===== src/rtl/sample_sched_pkg.sv =====
// Shared types and defaults for the sample scheduler.
package sample_sched_pkg;

    typedef enum logic [1:0] {
        IDLE      = 2'd0,
        START     = 2'd1,
        WAIT_DONE = 2'd2
    } sched_state_t;

    localparam int DEF_W          = 16;
    localparam int DEF_CW         = 16;
    localparam int DEF_MAX_CYCLES = 4000;

endpackage


===== src/rtl/sample_scheduler_sat_counter.sv =====
// Saturating up-counter; clr and inc together restart the count at 1.
module sat_counter
    import sample_sched_pkg::*;
#(
    parameter int CW = DEF_CW
) (
    input  logic          clk,
    input  logic          rst,
    input  logic          clr,
    input  logic          inc,
    output logic [CW-1:0] q
);

    localparam logic [CW-1:0] Q_MAX = '1;
    localparam logic [CW-1:0] Q_ONE = CW'(1);

    always_ff @(posedge clk or posedge rst) begin
        if (rst) begin
            q <= '0;
        end else if (clr) begin
            q <= inc ? Q_ONE : '0;
        end else if (inc && (q != Q_MAX)) begin
            q <= q + Q_ONE;
        end
    end

endmodule


===== src/rtl/sample_scheduler.sv =====
// Freezes one ADC frame per strobe, runs the network handshake and latches results to the DAC.
// state     | meaning
// IDLE      | waiting for sample_strobe, frame capture on strobe
// START     | one-cycle net_start, latency counter restarts at 1
// WAIT_DONE | counting latency until net_done or MAX_CYCLES timeout
module sample_scheduler
    import sample_sched_pkg::*;
#(
    parameter int W          = DEF_W,
    parameter int CW         = DEF_CW,
    parameter int MAX_CYCLES = DEF_MAX_CYCLES
) (
    input  logic                clk,
    input  logic                rst,
    input  logic                sample_strobe,
    input  logic signed [W-1:0] adc_in0,
    input  logic signed [W-1:0] adc_in1,
    input  logic signed [W-1:0] adc_in2,
    input  logic signed [W-1:0] adc_in3,
    output logic                net_start,
    output logic signed [W-1:0] net_in0,
    output logic signed [W-1:0] net_in1,
    output logic signed [W-1:0] net_in2,
    output logic signed [W-1:0] net_in3,
    input  logic                net_done,
    input  logic signed [W-1:0] net_out0,
    input  logic signed [W-1:0] net_out1,
    input  logic signed [W-1:0] net_out2,
    input  logic signed [W-1:0] net_out3,
    output logic signed [W-1:0] dac_out0,
    output logic signed [W-1:0] dac_out1,
    output logic signed [W-1:0] dac_out2,
    output logic signed [W-1:0] dac_out3,
    output logic                busy,
    output logic [CW-1:0]       last_latency,
    output logic [CW-1:0]       max_latency,
    output logic [CW-1:0]       overrun_count,
    output logic [CW-1:0]       timeout_count
);

    sched_state_t  state;
    sched_state_t  state_nxt;
    logic [CW-1:0] lat_q;
    logic          at_limit;
    logic          capture;
    logic          take_done;
    logic          lat_clr;
    logic          lat_inc;
    logic          ovr_inc;
    logic          to_inc;

    // Compared at 32 bits so a MAX_CYCLES beyond the counter range never aliases.
    assign at_limit = (32'(lat_q) == 32'(MAX_CYCLES));

    always_ff @(posedge clk or posedge rst) begin
        if (rst) begin
            state <= IDLE;
        end else begin
            state <= state_nxt;
        end
    end

    always_comb begin
        state_nxt = state;
        case (state)
            IDLE:      if (sample_strobe) state_nxt = START;
            START:     state_nxt = WAIT_DONE;
            WAIT_DONE: if (net_done || at_limit) state_nxt = IDLE;
            default:   state_nxt = IDLE;
        endcase
    end

    always_comb begin
        net_start = 1'b0;
        busy      = 1'b0;
        capture   = 1'b0;
        take_done = 1'b0;
        lat_clr   = 1'b0;
        lat_inc   = 1'b0;
        ovr_inc   = 1'b0;
        to_inc    = 1'b0;
        case (state)
            IDLE: begin
                capture = sample_strobe;
            end
            START: begin
                net_start = 1'b1;
                busy      = 1'b1;
                lat_clr   = 1'b1;
                lat_inc   = 1'b1;
                ovr_inc   = sample_strobe;
            end
            WAIT_DONE: begin
                busy      = 1'b1;
                lat_inc   = 1'b1;
                ovr_inc   = sample_strobe;
                take_done = net_done;
                to_inc    = !net_done && at_limit;
            end
            default: ;
        endcase
    end

    sat_counter #(.CW(CW)) u_lat (
        .clk (clk),
        .rst (rst),
        .clr (lat_clr),
        .inc (lat_inc),
        .q   (lat_q)
    );

    sat_counter #(.CW(CW)) u_ovr (
        .clk (clk),
        .rst (rst),
        .clr (1'b0),
        .inc (ovr_inc),
        .q   (overrun_count)
    );

    sat_counter #(.CW(CW)) u_to (
        .clk (clk),
        .rst (rst),
        .clr (1'b0),
        .inc (to_inc),
        .q   (timeout_count)
    );

    always_ff @(posedge clk or posedge rst) begin
        if (rst) begin
            net_in0 <= '0;
            net_in1 <= '0;
            net_in2 <= '0;
            net_in3 <= '0;
        end else if (capture) begin
            net_in0 <= adc_in0;
            net_in1 <= adc_in1;
            net_in2 <= adc_in2;
            net_in3 <= adc_in3;
        end
    end

    // lat_q still holds the pre-increment count in the done cycle.
    always_ff @(posedge clk or posedge rst) begin
        if (rst) begin
            dac_out0     <= '0;
            dac_out1     <= '0;
            dac_out2     <= '0;
            dac_out3     <= '0;
            last_latency <= '0;
            max_latency  <= '0;
        end else if (take_done) begin
            dac_out0     <= net_out0;
            dac_out1     <= net_out1;
            dac_out2     <= net_out2;
            dac_out3     <= net_out3;
            last_latency <= lat_q;
            max_latency  <= (lat_q > max_latency) ? lat_q : max_latency;
        end
    end

endmodule

===== config.mk =====
export PLATFORM = sky130hd
export DESIGN_NAME = sample_scheduler
export DESIGN_NICKNAME = d
export VERILOG_FILES = /design/src/rtl/sample_sched_pkg.sv /design/src/rtl/sample_scheduler_sat_counter.sv /design/src/rtl/sample_scheduler.sv
export SDC_FILE = /design/constraint.sdc
export NUM_CORES = 1
export LEC_CHECK = 0
export CAP_MARGIN = 20
export CORE_MARGIN = 4
export CORE_UTILIZATION = 60
export CTS_CLUSTER_DIAMETER = 100
export DETAILED_ROUTE_END_ITERATION = 7
export DONT_BUFFER_PORTS = 1
export PLACE_DENSITY_LB_ADDON = 0.08
export SYNTH_ARGS = -nofsm -noshare
export SYNTH_HDL_FRONTEND = slang
export SYNTH_SLANG_ARGS = --single-unit

===== constraint.sdc =====
create_clock -name clk -period 8.7 [get_ports clk]
set_clock_uncertainty 0.05 [all_clocks]
set_input_delay 1.74 -clock clk [delete_from_list [all_inputs] [get_ports clk]]
set_output_delay 1.74 -clock clk [all_outputs]
set_load 0.005 [all_outputs]

# Yosys cells after proc, flatten, opt, wreduce, memory -nomap -nowiden
# Cells that the tools add are included.
# W data, S select, Z words.
# totals
register_bits	210
input_bits	132
out_inout_bits	194
word_cells	49
# classes
add_sub_neg	3
order_cmp	1
n_eq_ne	8
muxes	12
reduce_logical	11
# ops
operator	n
$add A16 B1 Y16 const B	3
$ne A16 B16 Y1 const B	3
$mux W16	2
$eq A16 B12 Y1 const B	1
$gt A16 B16 Y1	1
$mux W1	7
$pmux W2 S3	1
$logic_and A1 B1 Y1	4
$mux W2	2
$ne A2 B2 Y1 const B	2
$reduce_and A2 Y1	2
$eq A2 B1 Y1 const B	1
$eq A2 B2 Y1 const B	1
$logic_not A2 Y1	1
$reduce_bool A2 Y1	1
$reduce_or A2 Y1	1
$logic_not A1 Y1	1
$logic_or A1 B1 Y1	1

# Depth between registers and ports, before layout
# Gate-level depths: netlist of run 1.
# depth
depth_word	6
depth_mapped	9
depth_no_buf	8

# Hierarchy
# From an unflattened synthesis of run 1, not the netlist that was laid out.
# unflattened
cells_unflattened	712
hier_area_um2	9331.4
# modules_own_cells
mod	n_inst	cells_each	area_per_inst_um2	seq_area_each_um2
sample_scheduler	1	424	6557.5	4053.9
sat_counter	3	96	924.6	400.4

# Least setup slack after synthesis of run 1
# No wires, ideal clock.
# synth_timing
path_kind	in2reg
from	in net_done
to	reg dac_out1[0]
setup_time_ns	0.125
arrival_ns	2.845
path_slack_ns	5.680
path_stages	4
n_path_buf	2
path_cell_list	nand2_1 > clkbuf_1 > clkbuf_1 > mux2_2
# synth_via
elab_chain_len	1
# synth_lines
element	line_no	rtl
from (decl)	sample_scheduler.sv:25	input logic net_done,
$mux W1	sample_scheduler.sv:82	case (state)
to (signal assigned)	sample_scheduler.sv:153	dac_out1 <= net_out1;
to (decl)	sample_scheduler.sv:31	output logic signed [W-1:0] dac_out1,
# Every way passes these cells.
# A chain may end at the register's enable or synchronous reset.

# Final worst setup path of run 1
# layout_timing
from	reg state[1]
to	out net_start
# layout_via
elab_chain_len	2
# layout_lines
element	line_no	rtl
from (decl)	sample_scheduler.sv:41	sched_state_t state;
from (signal assigned)	sample_scheduler.sv:59	state <= state_nxt;
$eq A2 B1 Y1	sample_scheduler.sv:82	
$mux W1	sample_scheduler.sv:82	
to (decl)	sample_scheduler.sv:20	output logic net_start,
# Every way passes these cells.

==> results of run 1 <==
-- metrics by stage --
step / area (um2) / instances / power [mW]
detailed placement: 9030 / 819 / 2.29
finish: 9780 / 861 / 3.18
global route: 9770 / 860 / 3.36
global placement: 9030 / 819 / 2.25
floorplan: 8860 / 655 / 2.06
CTS: 9750 / 859 / 3.22
-- worst max-delay path by stage --
stage                          from                          end  slack, ns  cells past startpoint
2_1_floorplan                   rst      dac_out0[0]$_DFFE_PP0P_       1.17                      1
3_3_place_gp               net_done   max_latency[9]$_DFFE_PP0P_       5.16                      4
3_5_place_dp               net_done  max_latency[10]$_DFFE_PP0P_       5.11                      4
4_1_cts        state[1]$_DFFE_PP0P_                    net_start       5.23                      2
5_1_grt        state[1]$_DFFE_PP0P_                    net_start       5.14                      2
6_report       state[1]$_DFFE_PP0P_                    net_start       5.26                      2
-- area by class of cell --
type	count	area, um2
diodes	1	2.50
clock buffers	33	673
clock inverters	7	46.3
fillers	1033	4700
inverters	29	116
multi-input cells	394	3410
flip-flops and latches	210	5260
well taps	184	230
repair buffers	3	42.5
-- state kept, by name, summed over array words and instances, names as in the netlist --
name,cells
u_to.q,16
net_in3,16
last_latency,16
dac_out3,16
net_in1,16
dac_out2,16
net_in0,16
dac_out1,16
u_lat.q,16
u_ovr.q,16
max_latency,16
dac_out0,16
net_in2,16
state,2
-- power groups by stage --
stage	Sequential, mW	Combinational [mW]	Clock, mW
global placement	1.66	0.590	0
finish	1.65	0.620	0.910
floorplan	1.53	0.534	0
CTS	1.66	0.629	0.931
detailed placement	1.66	0.627	0
global route	1.69	0.699	0.975
-- layer usage --
layer | wire, um | vias up
met1 | 7210 | 2579
li1 | - | 2313
met3 | 1980 | 40
met2 | 10400 | 245
met4 | 490 | 0
met5 | 0 | -
-- logic make-up (layout without fill, tap and decap cells) --
| logic type | Yosys count | after routing | share of synthesized area |
|---|---|---|---|
| xor+xnor | 39 | 39 | 0.0386 |
| fa+ha+maj | 24 | 24 | 0.0339 |
| buf+inv | 51 | 72 | 0.0227 |
| simple gates | 143 | 143 | 0.0845 |
| other cells | 0 | 1 | 0 |
| flops | 210 | 210 | 0.593 |
| mux | 158 | 158 | 0.203 |
| compound gates | 30 | 30 | 0.0236 |
-- cells in the final DEF (no fill, tap or decap), types with 3 or more instances in the layout --
cell type	n
dfrtp_1	210
mux2_2	148
nor2_1	29
inv_1	28
xnor2_1	28
nand2_1	27
nand3_1	27
ha_1	24
clkbuf_16	23
nand4_1	18
xor2_1	11
o21ai_0	9
a21oi_1	8
nor3_1	7
mux2_4	7
nor4_1	6
and3_1	6
clkbuf_8	6
and4_1	5
clkbuf_1	4
mux2i_1	3
clkinv_2	3
clkinvlp_4	3
-- critical path, cell delays in order, from the launching register on --
cell and delay [ns]:
dfrtp_1 0.38, inv_1 0.13, ha_1 0.64
==> results by group, run 1 <==
Floorplan
  • Die Y: 130 um
  • Top Ports: 326
  • Core ar.: 14500 um2
  • Starting Density: 0.612
  • Chip Width: 130 um
  • Num rows: 44
  • Die area: 16800 um2

Timing
  • Actual slew at the worst max-slew pin: 1.07 ns
  • Setup-failing EPs final: 0
  • Tcrit/Tclk final: 0.395
  • Slew headroom: 0.289
  • Final Max Tran Viols: 0
  • Hold Worst Slack: 0.475 ns
  • Setup WS post-layout: 5.26 ns
  • Unrepaired setup endpoints after global routing: no
  • Final worst path period need: 3.44 ns
  • Fin. Hold Viols: 0
  • Final TNS setup: 0 ns
  • Fmax achieved: 291 MHz

Yosys
  • Post-Syn Area per Cell: 13.5 um2
  • Top-area cell type share of the netlist area: 0.593
  • Yosys Warn Count: 0
  • Sequential share of the synthesized area: 0.593
  • Prevailing post-synth register cell: dfrtp_1
  • Post-synth top cells: dfrtp_1, mux2_2, inv_1, nand2_1, nor2_1
  • Syn_nets: 811
  • Asr flop ratio synth: 1.00
  • Most frequent cell after synthesis: dfrtp_1
  • Yosys cell types: 45
  • Dominant cells by area after synthesis: dfrtp_1, mux2_2, ha_1
  • Post-Synthesis Cells: 655
  • Synth Register Bits: 210
  • Cell taking the most area after synthesis: dfrtp_1
  • Post-synth EDFFs: 0
  • Post-Syn Area: 8860 um2

Clock network
  • Clock-pin slew on the worst setup and hold paths: 0.06 ns
  • Post-CTS Setup Bufs: 0
  • Maximum clock insertion buffer count: 3
  • Cts hold-fix bufs: 0
  • CTS Buf Count: 22
  • Clock Latency Late Sink: 0.50 ns
  • Cell chosen for the clock root: clkbuf_16
  • H-tree Lvls: 1
  • # clock sinks: 210
  • TritonCTS clock tree: done
  • PostCTS Resize Cnt: 0

Min path
  • Worst Hold End: last_latency[15]$_DFFE_PP0P_
  • HP Start: last_latency[15]$_DFFE_PP0P_
  • Hold Crit Class: reg -> reg
  • Min-Delay Path Depth: 2

Power
  • Pwr dens: 325 nW/um2
  • Seq pwr share: 0.518
  • Leak: 4.40 nW
  • Sw Share: 0.305
  • Int Power: 2.21 mW
  • Clock Power Share: 0.286
  • Switching Power: 0.969 mW
  • Peak supply drop: 0.199 mV
  • Combinational fraction of design power: 0.195

Worst setup path
  • Crit-path max FO: 18
  • Critical Path RT: 6.91 ns
  • Setup crit start kind: register
  • CP Data Arrival Time: 1.65 ns
  • Depth of the most critical reg-to-reg path: 7
  • Reg2reg end: max_latency[10]$_DFFE_PP0P_
  • R2R setup slack: 5.68 ns
  • Worst R2R Start: u_lat.q[13]$_DFFE_PP0P_
  • Crit path kind: reg -> out
  • CP endpoint kind: output pin

Placed design
  • Pre-CTS setup slack: 5.11 ns
  • I/O Buffers: 0
  • DP Wirelength: 14.8 mm
  • Global placement routability congestion: 0.829

Global route
  • Met1 GRT Util: 0.279
  • First-pass GRT wire length: 31.0 mm
  • Largest net degree at the start of global routing: 125
  • Vias in the first global route: 5544
  • Met3 Use GR: 0.0812
  • GR Overflow Total: 0
  • Gr usage total: 0.233
  • Grt peak-use layer: met2
  • Met2 usage: 0.401
  • Initial antenna violation count: 0

Status
  • Outcome: finished, final reports clean

Route
  • Post-route DRC: 0
  • DR pass1 iterations: 4
  • Via Count: 5177
  • Drt initial violations: 212
  • Via density per instance: 6.01
  • Routed Antenna Nets: 0
  • Post-Route WL: 20.1 mm
  • WL/cell: 23.3 um

Final layout
  • Layout Utilization: 0.675
  • Synthesis-to-finish area growth: 10.4%
  • Share of cells above drive strength 1: 0.303
  • Fin nets: 816

Flow run
  • Maxcap violations: 0
Power figures use the tool's default switching activity.
==> run 2, diff against run 1 <==
--- a/config.mk
+++ b/config.mk
@@ -7,7 +7,7 @@
 export LEC_CHECK = 0
 export CAP_MARGIN = 20
 export CORE_MARGIN = 4
-export CORE_UTILIZATION = 60
+export CORE_UTILIZATION = 57
 export CTS_CLUSTER_DIAMETER = 100
 export DETAILED_ROUTE_END_ITERATION = 7
 export DONT_BUFFER_PORTS = 1
==> constraint.sdc (replaced) <==
create_clock -name clk -period 2.8 [get_ports clk]
set_clock_uncertainty 0.05 [all_clocks]
set_input_delay 0.56 -clock clk [delete_from_list [all_inputs] [get_ports clk]]
set_output_delay 0.56 -clock clk [all_outputs]
set_load 0.005 [all_outputs]
==> run 2 against run 1 <==
Against the previous run: sequential power grew to 3.1 times the previous value; register-to-register slack lost 5.4 ns; highest routed layer unchanged; clock power grew to 3.3 times the previous value; core utilization shrank 1.2 points; critical path depth grew 7; non-clock buffer count grew 26; worst hold slack lost 0.33 ns; global-route usage shrank 0.58 points; cell count grew 3.4%; sequential cell count is the same; first-iteration DRC count is the same.
==> results by group, run 2 (same netlist as run 1, synthesis figures left out) <==
Status
  • Outcome: finished, final reports clean

Floorplan
  • Core ar.: 15200 um2 (+5.0%)
  • Top Ports: 326 (unchanged)
  • Die Y: 133 um (+2.4%)
  • Num rows: 45 (+2.3%)
  • Starting Density: 0.583 (-0.0291)
  • Die area: 17600 um2 (+4.9%)
  • Chip Width: 133 um (+2.4%)

Power
  • Pwr dens: 1000 nW/um2 (+210%)
  • Leak: 4.58 nW (+4.0%)
  • Peak supply drop: 0.706 mV (+250%)

Timing
  • Unrepaired setup endpoints after global routing: no
  • Final Max Tran Viols: 0 (unchanged)
  • Fin. Hold Viols: 0 (unchanged)
  • Hold Worst Slack: 0.146 ns (-0.329 ns)
  • Final worst path period need: 2.52 ns
  • Actual slew at the worst max-slew pin: 0.613 ns (-0.454 ns)
  • Fmax achieved: 397 MHz
  • Setup-failing EPs final: 0 (unchanged)
  • Slew headroom: 0.590 (+0.302)
  • Tcrit/Tclk final: 0.900

Placed design
  • Placed Instances: 849 (+3.7%)
  • DP Wirelength: 15.6 mm (+5.6%)
  • Global placement routability congestion: 0.804 (-3.0%)
  • I/O Buffers: 0 (unchanged)

Global route
  • Largest net degree at the start of global routing: 65 (-48%)
  • GR Overflow Total: 0 (unchanged)
  • First-pass GRT wire length: 32.0 mm (+3.4%)
  • Vias in the first global route: 5770 (+4.1%)
  • Initial antenna violation count: 0 (unchanged)
  • Gr usage total: 0.228 (-0.00580)

Final layout
  • Fill cells: 1088 (+5.3%)
  • Commonest non-fill, non-tap cell in the layout: dfrtp_1
  • Register area: 5260 um2 (unchanged)
  • Fin cells: 890 (+3.4%)
  • Synthesis-to-finish area growth: 13.8%
  • Area of the multi-input gates: 3410 um2 (unchanged)
  • Antenna diodes: 0 (-1)
  • Most frequent cells in the layout: dfrtp_1, mux2_2, nor2_1
  • Share of cells above drive strength 1: 0.330 (+0.0272)
  • Fin nets: 842 (+3.2%)

Route
  • Routed Antenna Nets: 0 (unchanged)
  • DR pass1 iterations: 4 (unchanged)
  • Post-Route WL: 20.5 mm (+1.9%)
  • Via Count: 5309 (+2.5%)
  • Via density per instance: 5.97 (-0.79%)
  • Drt initial violations: 212 (unchanged)
  • Post-route DRC: 0 (unchanged)
  • WL/cell: 23.0 um (-1.4%)

Worst setup path
  • Slowest CP cell: or4_4
  • CP max stage delay: 0.43 ns (-0.21 ns)
  • Critical Path RT: 3.13 ns (-3.78 ns)
  • Crit-path max FO: 16 (-2)
  • Crit path kind: reg -> reg
  • Setup crit start kind: register
  • Cells along the critical path: inv_1 -> ha_1 -> nor2b_1 -> o211ai_1 -> a21oi_1 -> or4_4 -> o31ai_4 -> buf_12 -> mux2_2
  • CP endpoint kind: register
  • CP Data Arrival Time: 2.85 ns (+1.20 ns)

Flow run
  • Maxcap violations: 0 (unchanged)

Clock network
  • Post-CTS Setup Bufs: 0 (unchanged)
  • Cts hold-fix bufs: 1 (+1)
  • TritonCTS clock tree: done
  • Clock-pin slew on the worst setup and hold paths: 0.07 ns (about the same)
  • H-tree Lvls: 1 (unchanged)
  • CTS Buf Count: 22 (unchanged)
  • Clock Latency Late Sink: 0.51 ns (about the same)
  • Cell chosen for the clock root: clkbuf_16
  • # clock sinks: 210 (unchanged)
  • Maximum clock insertion buffer count: 3 (unchanged)
  • PostCTS Resize Cnt: 0 (unchanged)

Min path
  • Hold Crit Class: in -> reg
[run 2: cell count changes in the layout (fill, tap and decap cells not counted), moves of 2 or more]
cell and delta:
clkinv_2 +3, bufinv_16 +3, clkbuf_1 -2, buf_12 +7
clkbuf_8 -4, buf_4 +19
[run 2: layout make-up]
class,instances,share of cell area
clock buffers,26,0.0581
clock inverters,14,0.0168
inverters,29,0.0112
multi-input cells,394,0.339
flip-flops and latches,210,0.522
well taps,188,0.0233
repair buffers,29,0.0305
[run 2: through the flow]
stage                     utilization  cell area [um2]  power (mW)  setup TNS [ns]  setup WS, ns
after floorplan                     -             8860        6.40         -113.02        -0.538
after global placement          0.613             9310        7.08               0         0.293
after detailed placement        0.613             9310        7.20               0         0.293
after CTS                       0.663            10100        10.2               0         0.264
after global routing            0.663            10100        10.7               0        0.0851
final                           0.663            10100        10.1               0         0.280
[run 2: worst paths after layout]
check                                               to  slack, ns  depth (start not counted)                        from
max reg2reg                max_latency[11]$_DFFE_PP0P_       0.28                          9  max_latency[1]$_DFFE_PP0P_
min                            dac_out2[8]$_DFFE_PP0P_       0.15                          1                 net_out2[8]
min reg2reg                      u_to.q[6]$_DFFE_PP0P_       0.47                          1       u_to.q[6]$_DFFE_PP0P_
min in group asynchronous     dac_out3[10]$_DFFE_PP0P_       0.57                          2                         rst
max in group asynchronous      net_in3[13]$_DFFE_PP0P_       1.47                          3                         rst
max                        max_latency[11]$_DFFE_PP0P_       0.28                          9  max_latency[1]$_DFFE_PP0P_
[run 2: layer usage]
layer  track usage  part of all wire  up-vias
met5             0                 0        -
met4        0.0727             0.024        0
met3        0.0810             0.092       33
met2         0.393              0.51      236
met1         0.266              0.37     2676
li1              -                 -     2364
[run 2: where the power goes]
group          total [mW]  leakage, nW  switching (mW)  internal (mW)
registers            5.10         2.62            1.01           4.09
logic                2.02         1.59           0.859           1.16
clock network        2.99        0.370            1.20           1.79
total                10.1         4.58            3.07           7.04
[run 2: critical path, delay by kind of cell (launching register included)]
| kind | cells | cell delay [ns] |
|---|---|---|
| muxes | 1 | 0.35 |
| and+or+nand+nor | 2 | 0.57 |
| DFF | 1 | 0.39 |
| buffers and inverters | 2 | 0.27 |
| adders and majority gates | 1 | 0.30 |
| AOI/OAI and AO/OA | 3 | 0.45 |
==> run 3, diff against run 2 <==
--- a/config.mk
+++ b/config.mk
@@ -11,6 +11,8 @@
 export CTS_CLUSTER_DIAMETER = 100
 export DETAILED_ROUTE_END_ITERATION = 7
 export DONT_BUFFER_PORTS = 1
+export GPL_ROUTABILITY_DRIVEN = 0
+export GPL_TIMING_DRIVEN = 0
 export PLACE_DENSITY_LB_ADDON = 0.08
 export SYNTH_ARGS = -nofsm -noshare
 export SYNTH_HDL_FRONTEND = slang
==> run 3 against run 2 <==
Against the previous run: via count fell by 0.62%; worst hold slack improved by 0.011 ns; clock power fell by 3%; combinational power fell by 2%; sequential cell count did not move; routed wire length rose by 0.32%; sequential share of layout area rose by 0.62 points; first-iteration DRC count fell by 11%; critical path depth fell by 1; register-to-register slack got worse by 0.16 ns; maximum frequency fell by 5.8%; cell count did not move; critical endpoint is now max_latency[5]$_DFFE_PP0P_; largest power group unchanged.
==> results by group, run 3 (same netlist as run 1, synthesis figures left out) <==
Global route
  • Vias in the first global route: 5848 (+1.4%)
  • First-pass GRT wire length: 32.5 mm (+1.5%)
  • Gr usage total: 0.233 (+0.00574)
  • Initial antenna violation count: 0 (unchanged)
  • GR Overflow Total: 0 (unchanged)
  • Largest net degree at the start of global routing: 45 (-31%)

Final layout
  • Layout Utilization: 0.655 (-0.00774)
  • Fin nets: 843 (+0.12%)
  • Fin area: 9960 um2 (-1.2%)
  • Synthesis-to-finish area growth: 12.4%
  • Most frequent cells in the layout: dfrtp_1, mux2_2, nand2_1, nor2_1
  • Commonest non-fill, non-tap cell in the layout: dfrtp_1
  • Fill cells: 1104 (+1.5%)
  • Share of cells above drive strength 1: 0.296 (-0.0342)
  • Antenna diodes: 0 (unchanged)

Route
  • Via Count: 5276 (-0.62%)
  • Routed Antenna Nets: 0 (unchanged)
  • Post-Route WL: 20.5 mm (+0.32%)
  • Drt initial violations: 189 (-11%)
  • Post-route DRC: 0 (unchanged)
  • Via density per instance: 5.93 (-0.62%)
  • WL/cell: 23.1 um (+0.32%)
  • DR pass1 iterations: 4 (unchanged)

Power
  • Peak supply drop: 0.580 mV (-18%)
  • Int Power: 6.99 mW (-0.78%)
  • Switching Power: 3.01 mW (-1.7%)
  • Clock Power Share: 0.291 (-0.004)
  • Leak: 4.48 nW (-2.2%)
  • Pwr dens: 1000 nW/um2 (+0.11%)
  • Sw Share: 0.301 (-0.00195)
  • Seq pwr share: 0.512 (+0.007)
  • Combinational fraction of design power: 0.198 (-0.002)

Min path
  • HP Start: adc_in2[1]
  • Hold Crit Class: in -> reg
  • Min-Delay Path Depth: 1 (unchanged)
  • Worst Hold End: net_in2[1]$_DFFE_PP0P_

Timing
  • Final Max Tran Viols: 0 (unchanged)
  • Hold Worst Slack: 0.157 ns (+0.0110 ns)
  • Setup-failing EPs final: 0 (unchanged)
  • Setup WS post-layout: 0.124 ns (-0.156 ns)
  • Tcrit/Tclk final: 0.956 (+0.0557)
  • Fin. Hold Viols: 0 (unchanged)
  • Final TNS setup: 0 ns (unchanged)
  • Fmax achieved: 374 MHz (-5.8%)
  • Actual slew at the worst max-slew pin: 0.844 ns (+0.231 ns)
  • Slew headroom: 0.423 (-0.168)
  • Final worst path period need: 2.68 ns (+0.156 ns)
  • Unrepaired setup endpoints after global routing: no

Placed design
  • Pre-CTS setup slack: 0.0508 ns (-0.242 ns)
  • DP Wirelength: 16.1 mm (+2.8%)
  • Dpl cell area: 9200 um2 (-1.2%)
  • I/O Buffers: 0 (unchanged)

Clock network
  • Clock Latency Late Sink: 0.50 ns (about the same)
  • PostCTS Resize Cnt: 0 (unchanged)
  • Maximum clock insertion buffer count: 3 (unchanged)
  • # clock sinks: 210 (unchanged)
  • H-tree Lvls: 1 (unchanged)
  • Clock-pin slew on the worst setup and hold paths: 0.06 ns (about the same)
  • CTS Buf Count: 22 (unchanged)
  • TritonCTS clock tree: done
  • Cell chosen for the clock root: clkbuf_16

Worst setup path
  • Setup crit start kind: register
  • Worst R2R Start: u_lat.q[13]$_DFFE_PP0P_
  • CP endpoint kind: register
  • Crit-path max FO: 10 (-6)
  • CP Data Arrival Time: 3.00 ns (+0.15 ns)
  • Crit path kind: reg -> reg
  • Critical Path RT: 3.12 ns (about the same)
  • Reg2reg end: max_latency[5]$_DFFE_PP0P_
  • Depth of the most critical reg-to-reg path: 8 (-1)
  • R2R setup slack: 0.12 ns (-0.16 ns)

Flow run
  • Maxcap violations: 0 (unchanged)

Floorplan
  • Top Ports: 326 (unchanged)
  • Chip Width: 133 um (unchanged)
  • Die Y: 133 um (unchanged)
  • Starting Density: 0.583 (unchanged)
  • Num rows: 45 (unchanged)
  • Core ar.: 15200 um2 (unchanged)
  • Die area: 17600 um2 (unchanged)

Status
  • Outcome: finished, final reports clean
-- run 3: worst max path at each step --
stage                                     startpoint                          end  depth (start not counted)
final                        u_lat.q[13]$_DFFE_PP0P_   max_latency[5]$_DFFE_PP0P_                          8
after detailed placement  max_latency[1]$_DFFE_PP0P_   max_latency[3]$_DFFE_PP0P_                          9
after floorplan                                  rst      dac_out0[0]$_DFFE_PP0P_                          1
after CTS                 max_latency[1]$_DFFE_PP0P_   max_latency[5]$_DFFE_PP0P_                          9
after global routing         u_lat.q[13]$_DFFE_PP0P_   max_latency[4]$_DFFE_PP0P_                          8
after global placement                           rst  max_latency[10]$_DFFE_PP0P_                          1
-- run 3: timing repair --
item | 4_1_cts | 5_1_grt
setup buffers | 0 | 2
hold buffers | 1 | 0
hold endpoints to repair | 14 | 0
setup endpoints to repair | 0 | 7
-- run 3: critical path, cell delays in order (launching register included) --
cell	delay (ns)
dfrtp_1	0.48
ha_1	0.36
nand4_2	0.14
or4_1	0.57
a21oi_1	0.21
or4_4	0.17
o31ai_4	0.08
buf_6	0.20
mux2_4	0.30
-- run 3: layout make-up --
type / count / area, um2 / share of cell area
plain buffers: 22 / 92.6 / 0.00930
clock inverters: 7 / 98.8 / 0.00993
clock buffers: 32 / 638 / 0.0641
multi-input cells: 394 / 3400 / 0.342
well taps: 188 / 235 / 0.0236
inverters: 29 / 113 / 0.0113
repair buffers: 8 / 125 / 0.0126
flip-flops and latches: 210 / 5260 / 0.528
-- run 3: per-stage QoR --
step                      power (mW)  std cells
after floorplan                 6.40        655
after global placement          7.03        843
after detailed placement        7.17        848
after CTS                       10.1        888
after global routing            10.6        890
final                           10.0        890
-- run 3: metal layers --
metal  vias up  routed length (um)  GRT usage
met5         -                   0          0
met4         0                 738     0.0918
met3        50                2010     0.0859
met2       253               10400      0.398
met1      2622                7410      0.269
li1       2351                   -          -
-- run 3: power groups by stage --
stage / sequential, mW / combinational (mW) / clock (mW)
6_report: 5.12 / 1.98 / 2.91
5_1_grt: 5.23 / 2.22 / 3.12
4_1_cts: 5.14 / 2.01 / 2.97
3_5_place_dp: 5.16 / 2.01 / 0
3_3_place_gp: 5.16 / 1.87 / 0
2_1_floorplan: 4.74 / 1.66 / 0
